[src/rtl/lsu_pkg.sv]
// lsu_pkg: shared encodings, sizes and helpers for the load/store unit.
// Optional feature macro used by the LSU: LSU_MISALIGNED_EN.
package lsu_pkg;

    localparam int unsigned LSU_WORD_BYTES = 4;
    localparam int unsigned LSU_XLEN       = 32;

    // Access size encodings, identical to the RISC-V load/store funct3 field
    typedef enum logic [2:0] {
        LS_B  = 3'b000,
        LS_H  = 3'b001,
        LS_W  = 3'b010,
        LS_BU = 3'b100,
        LS_HU = 3'b101
    } ls_size_e;

    typedef enum logic {
        IDLE   = 1'b0,
        SECOND = 1'b1
    } lsu_state_e;

    // Access size in bytes; 0 marks an illegal funct3
    function automatic logic [2:0] ls_size_bytes(input logic [2:0] funct3);
        case (funct3)
            LS_B, LS_BU: return 3'd1;
            LS_H, LS_HU: return 3'd2;
            LS_W:        return 3'd4;
            default:     return 3'd0;
        endcase
    endfunction

    // Right-justified byte-enable mask for an access of the given byte size
    function automatic logic [3:0] ls_be_mask(input logic [2:0] size);
        case (size)
            3'd1:    return 4'b0001;
            3'd2:    return 4'b0011;
            3'd4:    return 4'b1111;
            default: return 4'b0000;
        endcase
    endfunction

endpackage

[src/rtl/lsu_if.sv]
// lsu_if: MEM-stage request/response and data_mem bus of the load/store unit.
// Signal names are given from the LSU's point of view (i_ = into the LSU).
interface lsu_if;

    logic        i_req_valid;
    logic        i_req_we;
    logic [2:0]  i_req_funct3;
    logic [31:0] i_req_addr;
    logic [31:0] i_req_wdata;
    logic        o_busy;
    logic        o_rsp_valid;
    logic [31:0] o_rsp_rdata;
    logic        o_misaligned;
    logic        o_mem_we;
    logic [31:0] o_mem_addr;
    logic [31:0] o_mem_wdata;
    logic [3:0]  o_mem_be;
    logic [31:0] i_mem_rdata;

    // LSU side
    modport slave (
        input  i_req_valid, i_req_we, i_req_funct3, i_req_addr, i_req_wdata, i_mem_rdata,
        output o_busy, o_rsp_valid, o_rsp_rdata, o_misaligned,
        output o_mem_we, o_mem_addr, o_mem_wdata, o_mem_be
    );

    // Pipeline / memory side
    modport master (
        output i_req_valid, i_req_we, i_req_funct3, i_req_addr, i_req_wdata, i_mem_rdata,
        input  o_busy, o_rsp_valid, o_rsp_rdata, o_misaligned,
        input  o_mem_we, o_mem_addr, o_mem_wdata, o_mem_be
    );

endinterface

[src/rtl/lsu_load_ext.sv]
// lsu_load_ext: truncates a right-justified word to the load size and
// sign- or zero-extends it according to funct3. Illegal funct3 yields 0.
module lsu_load_ext
    import lsu_pkg::*;
(
    input  logic [2:0]  i_funct3,
    input  logic [31:0] i_data,
    output logic [31:0] o_data
);

    // Truncate and extend by access type
    always_comb begin
        o_data = 32'd0;
        case (i_funct3)
            LS_B:    o_data = {{24{i_data[7]}}, i_data[7:0]};
            LS_H:    o_data = {{16{i_data[15]}}, i_data[15:0]};
            LS_W:    o_data = i_data;
            LS_BU:   o_data = {24'd0, i_data[7:0]};
            LS_HU:   o_data = {16'd0, i_data[15:0]};
            default: o_data = 32'd0;
        endcase
    end

endmodule

[src/rtl/lsu.sv]
// lsu: MEM-stage load/store unit in front of data_mem. Aligned accesses are
// purely combinational; word-crossing accesses are either split into two
// memory cycles (LSU_MISALIGNED_EN defined) or flagged via o_misaligned.
module lsu
    import lsu_pkg::*;
(
    input  logic i_clk,
    input  logic i_rst,
    lsu_if.slave bus
);

    logic [2:0]  w_size;
    logic [1:0]  w_off;
    logic        w_legal;
    logic        w_cross;
    logic [4:0]  w_off_sh;
    logic [5:0]  w_n1_sh;
    logic [31:0] w_word_a;
    logic [31:0] w_word_b;
    logic [7:0]  w_be_wide;
    logic [63:0] w_wd_wide;
    logic [31:0] w_ext_in;
    logic [31:0] w_ext_out;
    logic        w_in_second;
    logic [31:0] w_low_q;

    assign w_size    = ls_size_bytes(bus.i_req_funct3);
    assign w_legal   = (w_size != 3'd0);
    assign w_off     = bus.i_req_addr[1:0];
    assign w_cross   = w_legal && (({2'b00, w_off} + {1'b0, w_size}) > 4'd4);
    assign w_off_sh  = {w_off, 3'b000};
    assign w_n1_sh   = 6'd32 - {1'b0, w_off_sh};
    assign w_word_a  = {bus.i_req_addr[31:2], 2'b00};
    assign w_word_b  = w_word_a + 32'd4;
    // Low nibble/word serve the first (or only) access, high the second half
    assign w_be_wide = {4'b0000, ls_be_mask(w_size)} << w_off;
    assign w_wd_wide = {32'd0, bus.i_req_wdata} << w_off_sh;

    lsu_load_ext u_load_ext (
        .i_funct3 (bus.i_req_funct3),
        .i_data   (w_ext_in),
        .o_data   (w_ext_out)
    );

`ifdef LSU_MISALIGNED_EN
    lsu_state_e  r_state;
    lsu_state_e  w_state_d;
    logic [31:0] r_low;
    logic [31:0] w_low_d;

    // State and low-part register; reset also aborts a pending second access
    always_ff @(posedge i_clk) begin
        if (i_rst) begin
            r_state <= IDLE;
            r_low   <= 32'd0;
        end else begin
            r_state <= w_state_d;
            r_low   <= w_low_d;
        end
    end

    assign w_in_second = (r_state == SECOND);
    assign w_low_q     = r_low;
`else
    assign w_in_second = 1'b0;
    assign w_low_q     = 32'd0;
`endif

    // Next state and all bus outputs; everything is held at zero during reset
    always_comb begin
        bus.o_busy       = 1'b0;
        bus.o_rsp_valid  = 1'b0;
        bus.o_rsp_rdata  = 32'd0;
        bus.o_misaligned = 1'b0;
        bus.o_mem_we     = 1'b0;
        bus.o_mem_addr   = 32'd0;
        bus.o_mem_wdata  = 32'd0;
        bus.o_mem_be     = 4'b0000;
        w_ext_in         = 32'd0;
`ifdef LSU_MISALIGNED_EN
        w_state_d        = r_state;
        w_low_d          = r_low;
`endif
        if (!i_rst) begin
            if (w_in_second) begin
`ifdef LSU_MISALIGNED_EN
                w_state_d = IDLE;
`endif
                // A dropped valid here is a flush: no second access, no response
                if (bus.i_req_valid) begin
                    bus.o_mem_addr  = w_word_b;
                    bus.o_mem_be    = w_be_wide[7:4];
                    bus.o_mem_wdata = w_wd_wide[63:32];
                    bus.o_mem_we    = bus.i_req_we;
                    w_ext_in        = w_low_q | (bus.i_mem_rdata << w_n1_sh);
                    bus.o_rsp_valid = 1'b1;
                    bus.o_rsp_rdata = bus.i_req_we ? 32'd0 : w_ext_out;
                end
            end else if (bus.i_req_valid) begin
                if (!w_legal) begin
                    bus.o_rsp_valid = 1'b1;
                end else if (w_cross) begin
`ifdef LSU_MISALIGNED_EN
                    bus.o_mem_addr  = w_word_a;
                    bus.o_mem_be    = w_be_wide[3:0];
                    bus.o_mem_wdata = w_wd_wide[31:0];
                    bus.o_mem_we    = bus.i_req_we;
                    bus.o_busy      = 1'b1;
                    if (!bus.i_req_we) begin
                        w_low_d = bus.i_mem_rdata >> w_off_sh;
                    end
                    w_state_d = SECOND;
`else
                    bus.o_misaligned = 1'b1;
`endif
                end else begin
                    bus.o_mem_addr  = w_word_a;
                    bus.o_mem_be    = w_be_wide[3:0];
                    bus.o_mem_wdata = w_wd_wide[31:0];
                    bus.o_mem_we    = bus.i_req_we;
                    w_ext_in        = bus.i_mem_rdata >> w_off_sh;
                    bus.o_rsp_valid = 1'b1;
                    bus.o_rsp_rdata = bus.i_req_we ? 32'd0 : w_ext_out;
                end
            end
        end
    end

endmodule

[src/flat_wrapper.sv]
// flat-port wrapper written by rule: the top's interface ports become plain ports
module lsu_flat import lsu_pkg::*;
  (i_clk, i_rst, bus_i_req_valid, bus_i_req_we, bus_i_req_funct3, bus_i_req_addr, bus_i_req_wdata, bus_i_mem_rdata, bus_o_busy, bus_o_rsp_valid, bus_o_rsp_rdata, bus_o_misaligned, bus_o_mem_we, bus_o_mem_addr, bus_o_mem_wdata, bus_o_mem_be);
  lsu_if bus_i ();
  input  logic i_clk;
  input  logic i_rst;
  input wire logic [$bits(bus_i.i_req_valid)-1:0] bus_i_req_valid;
  input wire logic [$bits(bus_i.i_req_we)-1:0] bus_i_req_we;
  input wire logic [$bits(bus_i.i_req_funct3)-1:0] bus_i_req_funct3;
  input wire logic [$bits(bus_i.i_req_addr)-1:0] bus_i_req_addr;
  input wire logic [$bits(bus_i.i_req_wdata)-1:0] bus_i_req_wdata;
  input wire logic [$bits(bus_i.i_mem_rdata)-1:0] bus_i_mem_rdata;
  output wire logic [$bits(bus_i.o_busy)-1:0] bus_o_busy;
  output wire logic [$bits(bus_i.o_rsp_valid)-1:0] bus_o_rsp_valid;
  output wire logic [$bits(bus_i.o_rsp_rdata)-1:0] bus_o_rsp_rdata;
  output wire logic [$bits(bus_i.o_misaligned)-1:0] bus_o_misaligned;
  output wire logic [$bits(bus_i.o_mem_we)-1:0] bus_o_mem_we;
  output wire logic [$bits(bus_i.o_mem_addr)-1:0] bus_o_mem_addr;
  output wire logic [$bits(bus_i.o_mem_wdata)-1:0] bus_o_mem_wdata;
  output wire logic [$bits(bus_i.o_mem_be)-1:0] bus_o_mem_be;
  assign bus_i.i_req_valid = bus_i_req_valid;
  assign bus_i.i_req_we = bus_i_req_we;
  assign bus_i.i_req_funct3 = bus_i_req_funct3;
  assign bus_i.i_req_addr = bus_i_req_addr;
  assign bus_i.i_req_wdata = bus_i_req_wdata;
  assign bus_i.i_mem_rdata = bus_i_mem_rdata;
  assign bus_o_busy = bus_i.o_busy;
  assign bus_o_rsp_valid = bus_i.o_rsp_valid;
  assign bus_o_rsp_rdata = bus_i.o_rsp_rdata;
  assign bus_o_misaligned = bus_i.o_misaligned;
  assign bus_o_mem_we = bus_i.o_mem_we;
  assign bus_o_mem_addr = bus_i.o_mem_addr;
  assign bus_o_mem_wdata = bus_i.o_mem_wdata;
  assign bus_o_mem_be = bus_i.o_mem_be;
  lsu u_core (.i_clk(i_clk), .i_rst(i_rst), .bus(bus_i));
endmodule
[config.mk]
export PLATFORM = sky130hd
export DESIGN_NAME = lsu_flat
export DESIGN_NICKNAME = d
export VERILOG_FILES = /design/src/rtl/lsu_pkg.sv /design/src/rtl/lsu_if.sv /design/src/rtl/lsu_load_ext.sv /design/src/rtl/lsu.sv /design/src/flat_wrapper.sv
export SDC_FILE = /design/constraint.sdc
export NUM_CORES = 1
export LEC_CHECK = 0
export BUFFER_PORTS_ARGS = -buffer_cell sky130_fd_sc_hd__buf_4
export CAP_MARGIN = 10
export CORE_AREA = 2 2 80 82
export DETAILED_ROUTE_END_ITERATION = 8
export DIE_AREA = 0 0 82 84
export PLACE_DENSITY = 0.74
export SLEW_MARGIN = 25
export SYNTH_ARGS = -nofsm -noshare
export SYNTH_HDL_FRONTEND = slang
export SYNTH_SLANG_ARGS = --single-unit
[constraint.sdc]
create_clock -name vclk -period 3.7
set_input_delay 0.555 -clock vclk [all_inputs]
set_output_delay 0.555 -clock vclk [all_outputs]
set_load 0.01 [all_outputs]
# == After elaboration in Yosys (flattened, before gate mapping) ==
# Cells that the tools add are included.
# totals
regBits,0
out_inout_bits,104
wordCells,49
# op_classes
n_addsub,1
order_cmp,1
n_eq_ne,7
shift,3
n_mux,32
n_reduce_logical,5
# op_table
op,count
2-to-1 mux 32 bit,13
one-hot mux 32 bit (5 select lines),1
<< shifter 32 x 5 -> 32 bit,1
>> shifter 32 x 5 -> 32 bit,1
2-to-1 mux 4 bit,4
2-to-1 mux 1 bit,12
one-hot mux 4 bit (3 select lines),1
equality test 3 bit (second input constant),3
one-hot mux 3 bit (3 select lines),1
equality test 3 x 1 -> 1 bit (second input constant),2
equality test 3 x 2 -> 1 bit (second input constant),2
adder 2 x 3 -> 4 bit,1
> comparator 4 x 3 -> 1 bit (second input constant),1
OR reduction 2 bit,2
<< shifter 4 x 2 -> 4 bit,1
logical NOT 3 bit,1
nonzero test 3 bit,1
logical AND 1 bit,1

# == Depth between registers and ports, before layout ==
# Gate-level depths: netlist (run 1).
# depth
depth_word,10
mapped_depth,10
depth_no_buf,7

# == By module ==
# A second synthesis (run 1) with hierarchy kept.
# hier_totals
hier_cells,365
area_unflattened_um2,3244.4
# modules_own_cells
module,instances,cells_per_inst,area_each_um2,seq_area_each_um2
lsu,1,294,2651.3,0.0
lsu_load_ext,1,71,593.1,0.0

# == Worst setup path after synthesis (run 1) ==
# No wires, ideal clock.
# synth_timing
kind,input-to-output
startpoint,in bus_i_req_funct3[0]
endpoint,out bus_o_mem_wdata[30]
t_arrival_ns,2.765
required_ns,3.145
path_slack_ns,0.380
cell_stages,9
n_path_buf,3
path_cell_list,buf_2 > nor2b_1 > fa_1 > o21bai_1 > a31oi_1 > or3_1 > buf_2 > buf_1 > a211oi_1
# synth_via
elab_chain_len,10
# synth_rtl
item,line,rtl
from (decl),flat_wrapper.sv:9,input wire logic [$bits(bus_i.i_req_funct3)-1:0] bus_i_req_funct3;
equality test 3 x 1 -> 1 bit (tied with other cells),lsu_pkg.sv:24,case (funct3)
OR reduction 2 bit,lsu_pkg.sv:24,
one-hot mux 3 bit (3 select lines) *,lsu_pkg.sv:24,
adder 2 x 3 -> 4 bit,lsu.sv:30,"assign w_cross = w_legal && (({2'b00, w_off} + {1'b0, w_size}) > 4'd4);"
> comparator 4 x 3 -> 1 bit,lsu.sv:30,
logical AND 1 bit,lsu.sv:30,
2-to-1 mux 32 bit,lsu.sv:102,end else if (w_cross) begin
2-to-1 mux 32 bit *,lsu.sv:100,if (!w_legal) begin
2-to-1 mux 32 bit *,lsu.sv:99,end else if (bus.i_req_valid) begin
2-to-1 mux 32 bit *,lsu.sv:84,if (!i_rst) begin
to (decl),flat_wrapper.sv:19,output wire logic [$bits(bus_i.o_mem_wdata)-1:0] bus_o_mem_wdata;
# Mark *: on every way between the ends. The rest lies on a longest branch, timed or not.

# == Final worst setup path (run 1) ==
# layout_timing
startpoint,in bus_i_req_funct3[0]
endpoint,out bus_o_rsp_rdata[1]
# layout_via
elab_chain_len,10
# layout_rtl
item,line,rtl
equality test 3 x 1 -> 1 bit (tied with other cells),"lsu_pkg.sv:24, lsu_load_ext.sv:14",
OR reduction 2 bit,lsu_pkg.sv:24,
one-hot mux 3 bit (3 select lines),lsu_pkg.sv:24,
adder 2 x 3 -> 4 bit,lsu.sv:30,
> comparator 4 x 3 -> 1 bit,lsu.sv:30,
logical AND 1 bit,lsu.sv:30,
2-to-1 mux 32 bit,lsu.sv:102,
2-to-1 mux 32 bit *,lsu.sv:100,
2-to-1 mux 32 bit *,lsu.sv:99,
2-to-1 mux 32 bit *,lsu.sv:84,
to (decl),flat_wrapper.sv:15,output wire logic [$bits(bus_i.o_rsp_rdata)-1:0] bus_o_rsp_rdata;
# Marked as above.

==> results of run 1 <==
synthesized netlist by cell type, types with 2 or more instances:
cell | count | area, um2
or4_1 | 2 | 15.01
buf_1 | 5 | 18.77
nor3_1 | 12 | 60.06
o21ai_0 | 8 | 40.04
buf_2 | 11 | 55.05
nand2b_1 | 2 | 12.51
nand2_1 | 21 | 78.83
nor2b_1 | 19 | 118.9
and3_1 | 8 | 50.05
a211oi_2 | 5 | 62.56
a21oi_1 | 35 | 175.2
buf_4 | 4 | 30.03
mux2_2 | 9 | 101.4
and2_1 | 38 | 237.7
clkbuf_1 | 15 | 56.30
mux2i_1 | 28 | 280.3
nor2_1 | 29 | 108.9
ha_1 | 2 | 25.02
a211oi_1 | 27 | 202.7
per-layer routing:
metal | wire, um | part of all wire
met1 | 3287 | 0.41
met4 | 43 | 0.0054
met2 | 3978 | 0.50
met3 | 639 | 0.080
met5 | 0 | 0
through the flow:
| step | hold slack (ps) | power (mW) | util | setup slack [ps] | instance area [um2] |
|---|---|---|---|---|---|
| 6_report | 1394 | 0.3093 | 0.5577 | 144.7 | 3400 |
| 5_1_grt | 1406 | 0.3371 | 0.5577 | 3.719 | 3400 |
| 4_1_cts | 1396 | 0.3087 | 0.5567 | 96.96 | 3393 |
| 3_5_place_dp | 1394 | 0.3075 | 0.5567 | 106.1 | 3393 |
| 3_3_place_gp | 1395 | 0.3020 | 0.5567 | 181.5 | 3393 |
| 2_1_floorplan | 1236 | 0.1545 | - | 379.5 | 1872 |
power by group through the flow:
| stage | clock [mW] | combinational, mW | sequential (mW) |
|---|---|---|---|
| 6_report | 0 | 0.309 | 0 |
| 5_1_grt | 0 | 0.337 | 0 |
| 4_1_cts | 0 | 0.309 | 0 |
| 3_5_place_dp | 0 | 0.307 | 0 |
| 3_3_place_gp | 0 | 0.302 | 0 |
| 2_1_floorplan | 0 | 0.154 | 0 |
cells by family after synthesis:
family / Yosys count / share of synthesized area
and+or+nand+nor: 137 / 0.3967
AOI/OAI and AO/OA: 80 / 0.2785
muxes: 37 / 0.2047
buffers and inverters: 37 / 0.09396
adders and majority gates: 3 / 0.02416
other: 1 / 0.002011
critical path: cells and delay by family:
| family | cells | cell delay (ps) |
|---|---|---|
| adder cells (fa/ha/maj) | 2 | 690 |
| buffers and inverters | 3 | 550 |
| AND/OR/NAND/NOR | 2 | 610 |
| AO/OA/AOI/OAI | 3 | 570 |
area by class of cell:
type	instances	area, um2	share of cell area
inverters	1	3.754	0.001104
well taps	77	96.34	0.02834
multi-input cells	260	1704	0.5013
repair buffers	212	1595	0.4693
final timing paths:
check  slack (ps)  cells past startpoint                  to
max           140                     10  bus_o_rsp_rdata[1]
min          1390                      3  bus_o_mem_addr[12]
timing repair:
item / CTS / global route
setup endpoints to repair: 0 / 6
gates resized for setup: 0 / 2
hold endpoints to repair: 0 / 0
==> metrics, run 1 <==
status=finished clean; slowest stage delay, CP=550 ps; Static Leakage=roughly 1.7 nW; Area Growth Syn to Fin=82.35%; final wirelength=7949 um; CP arrival=3000 ps; initial core utilization=0.3058; DR vias=2762; Max Fclk=around 280 MHz; antenna violation net count after detailed routing=0; Tcrit/Tclk final=0.9609; Int Power=between 0.15 and 0.2 mW; synthesized area per cell=about 6.3 um2; die width=around 82 um; YS warnings=0; Crit Path Max Fanout=32; Finished Layout Cells=550; Critical Path Sink Type=output pin; HP Class=in -> out; crit path from=bus_i_req_funct3[0]; Fillers=between 600 and 700; Clock buffer cells=0; FFs & Latches=0; M3 GR Usage=0.02273; I/O pin cnt=207; setup bufs post-CTS=0; Worst-Margin Slew=789.3 ps; vias per cell=5.022; IO Port Bufs=203; Pre-antenna DRT Iters=4; die area=6888 um2; Final Hold Vio Count=0; met1 GRT Util=0.2817; Sw Share=0.4734; commonest non-fill, non-tap cell in the layout=buf_4; Overall Global Routing Usage=0.2092; Final nets=581; PwrDens=90.97 nW/um2; initial antenna violation count=0; Worst VDD drop=58.17 uV; M2 GR Usage=0.3659; Tmin final=around 3600 ps; synthesized cell area=between 1500 and 2000 um2; Most common cell on crit path=buf_4; Slowest cell on crit path=or4_1; Hold Path Origin=bus_i_req_addr[12]; Clock power frac=0; RSZ-0062 raised after global routing=false; slew margin rel.=0.4719; Setup violations, final=0; grt peak-use layer=met2; total grt overflow=0; largest net degree at the start of global routing=74; Syn Inst Count=around 300; max cap viols=0; Distinct cells, synth=34; CTS Hold Bufs=0; FP Rows=29; Register Area=0 um2; critical path startpoint category=input port; max-slew violation count=0; share of layout cells above drive strength 1=0.4863; register area share after synthesis=0; critical path cell sequence=buf_4 > nor2_1 > ha_1 > fa_1 > o21bai_1 > a31oi_1 > or4_1 > buf_6 > a211oi_1 > buf_4; DR WL/cell=14.45 um; initial DRC count=between 100 and 150; diodes inserted=0; floorplan core area=6096 um2; Comb power frac=1.000; worst setup path class=in -> out; DPL Wire Length=6260 um; share of total power in sequential cells=0; detailed-route DRC error count=0; final setup TNS=0 ps; first-pass GRT wire length=12050 um; vias in the first global route=2514; placed insts=550; most frequent cells in the layout=211 x buf_4, 38 x and2_1, 35 x a21oi_1; Psw=between 0.1 and 0.15 mW; Die Span Y=84 um; GPL Wtd Cong=approximately 0.84; worst path required time=3140 ps
(Power assumes the default switching activity.)
==> inputs of run 2 (changes only) <==
--- a/config.mk
+++ b/config.mk
@@ -8,8 +8,11 @@
 export BUFFER_PORTS_ARGS = -buffer_cell sky130_fd_sc_hd__buf_4
 export CAP_MARGIN = 10
-export CORE_AREA = 2 2 80 82
+export CELL_PAD_IN_SITES_DETAIL_PLACEMENT = 1
+export CELL_PAD_IN_SITES_GLOBAL_PLACEMENT = 1
+export CORE_ASPECT_RATIO = 0.7
+export CORE_MARGIN = 2
+export CORE_UTILIZATION = 21
 export DETAILED_ROUTE_END_ITERATION = 8
-export DIE_AREA = 0 0 82 84
-export PLACE_DENSITY = 0.74
+export PLACE_DENSITY_LB_ADDON = 0.1
 export SLEW_MARGIN = 25
 export SYNTH_ARGS = -nofsm -noshare
==> constraint.sdc (replaced) <==
create_clock -name vclk -period 3.7
set_input_delay 0.74 -clock vclk [all_inputs]
set_output_delay 0.74 -clock vclk [all_outputs]
set_load 0.01 [all_outputs]
==> run 2 against run 1 <==
Effect of this change:
- critical endpoint is now bus_o_rsp_rdata[8]
- non-clock buffer count increased by 22
- combinational power increased by 21%
- final cell count increased by 12%
- core utilization decreased by 8.9 points
- critical path type unchanged
- largest cell class unchanged
- critical path depth unchanged
- via count increased by 6.9%
==> metrics, run 2 (synthesized netlist as in run 1, its figures left out) <==
FFs & Latches=0 (unchanged); Die Span Y=82.83 um (-1.4%); Max Fclk=270.8 MHz (-3.7%); Tcrit/Tclk final=0.9980 (+0.03712); CP arrival=2950 ps (-50 ps); vias in the first global route=2870 (+14%); initial antenna violation count=0 (unchanged); floorplan core area=8548 um2 (+40%); Pre-antenna DRT Iters=4 (unchanged); diodes inserted=0 (unchanged); worst setup path class=in -> out; final wirelength=10370 um (+30%); GPL Wtd Cong=0.7733 (-7.5%); critical path startpoint category=input port; crit-path leading delay family=adder cells; Critical Path Sink Type=output pin; RSZ-0062 raised after global routing=true; Area Growth Syn to Fin=114.7%; Multi-input gate area=1957 um2 (+15%); DP Area=3565 um2 (+5.1%); FP Rows=28 (-3.4%); I/O pin cnt=207 (unchanged); antenna violation net count after detailed routing=0 (unchanged); DPL Wire Length=7753 um (+24%); slew margin rel.=0.5581 (+0.08619); share of layout cells above drive strength 1=0.6141 (+0.1279); largest net degree at the start of global routing=73 (-1.4%); Worst-Margin Slew=662.9 ps (-126.4 ps); crit path from=bus_i_req_funct3[1]; Register Area=0 um2 (unchanged); die width=116.6 um (+42%); most frequent cells in the layout=222 x buf_4, 38 x and2_1, 28 x mux2i_1; first-pass GRT wire length=15070 um (+25%); Crit path buffers/inverters=3 (unchanged); status=finished clean; Final nets=603 (+3.8%); DR vias=2952 (+6.9%); commonest non-fill, non-tap cell in the layout=buf_4; Clock buffer cells=0 (unchanged); Worst VDD drop=37.41 uV (-36%); initial DRC count=73 (-44%); Tmin final=3693 ps (+137.3 ps); critical path cell sequence=buf_8 > nor2_4 > ha_4 > fa_1 > o21bai_2 > a31oi_2 > or4_4 > clkbuf_16 > a21oi_2 > buf_4; IO Port Bufs=203 (unchanged); slowest stage delay, CP=620 ps (+70 ps); Overall Global Routing Usage=0.1870 (-0.02214); Setup violations, final=0 (unchanged); max-slew violation count=0 (unchanged); detailed-route DRC error count=0 (unchanged); vias per cell=4.800 (-4.4%); total grt overflow=0 (unchanged); Static Leakage=1.907 nW (+12%); worst path required time=2960 ps (-180 ps); initial core utilization=0.2181 (-0.08774); Design Power=0.3736 mW (+21%); DR WL/cell=16.86 um (+17%); Design Area, Final=4003 um2 (+18%); Final Hold Vio Count=0 (unchanged); Slowest cell on crit path=or4_4; Crit Path Max Fanout=16 (-50%); placed insts=607 (+10%); PwrDens=93.34 nW/um2 (+2.6%); die area=9659 um2 (+40%); max cap viols=0 (unchanged); Finished Layout Cells=615 (+12%); HP Class=in -> out; Hold Path Origin=bus_i_req_addr[26]; Fillers=1105 (+81%)
run 2: area by class of cell:
class	instances	share of cell area
multi-input combinational	260	0.4889
timing repair buffer	234	0.4726
tap	120	0.03751
inverter	1	0.0009378
run 2: per-layer routing:
layer / global-route usage / vias up / wire length (um)
met5: 0 / - / 0
met4: 0.005348 / 0 / 31
met3: 0.02774 / 2 / 660
met2: 0.3478 / 99 / 5197
met1: 0.2387 / 1409 / 4477
li1: - / 1442 / -
run 2: timing repair:
action / 4_1_cts / 5_1_grt
resized for setup: 34 / 37
endpoints found under the setup margin: 59 / 98
setup buffers: 3 / 1
hold buffers: 0 / 0
pin swaps: 6 / 8
gates cloned: 2 / 2
run 2: worst paths after layout:
kind	end	slack, ps	cells after the start
setup / recovery	bus_o_rsp_rdata[8]	7	10
hold / removal	bus_o_mem_addr[26]	1770	3
run 2: report_power, final:
| part | leakage, nW | switching, mW | internal (mW) |
|---|---|---|---|
| combinational | 1.91 | 0.178 | 0.195 |
| clock | 0 | 0 | 0 |
| sequential | 0 | 0 | 0 |
run 2: through the flow:
stage	setup TNS (ps)	util	hold slack, ps	worst slack [ps]
6_report	0	0.4682	1766	7.377
3_5_place_dp	-5289	0.4170	1767	-182.9
2_1_floorplan	0	-	1606	9.501
3_3_place_gp	-2247	0.4170	1764	-118.1
5_1_grt	-1501	0.4682	1774	-70.86
4_1_cts	-324.8	0.4450	1767	-48.20
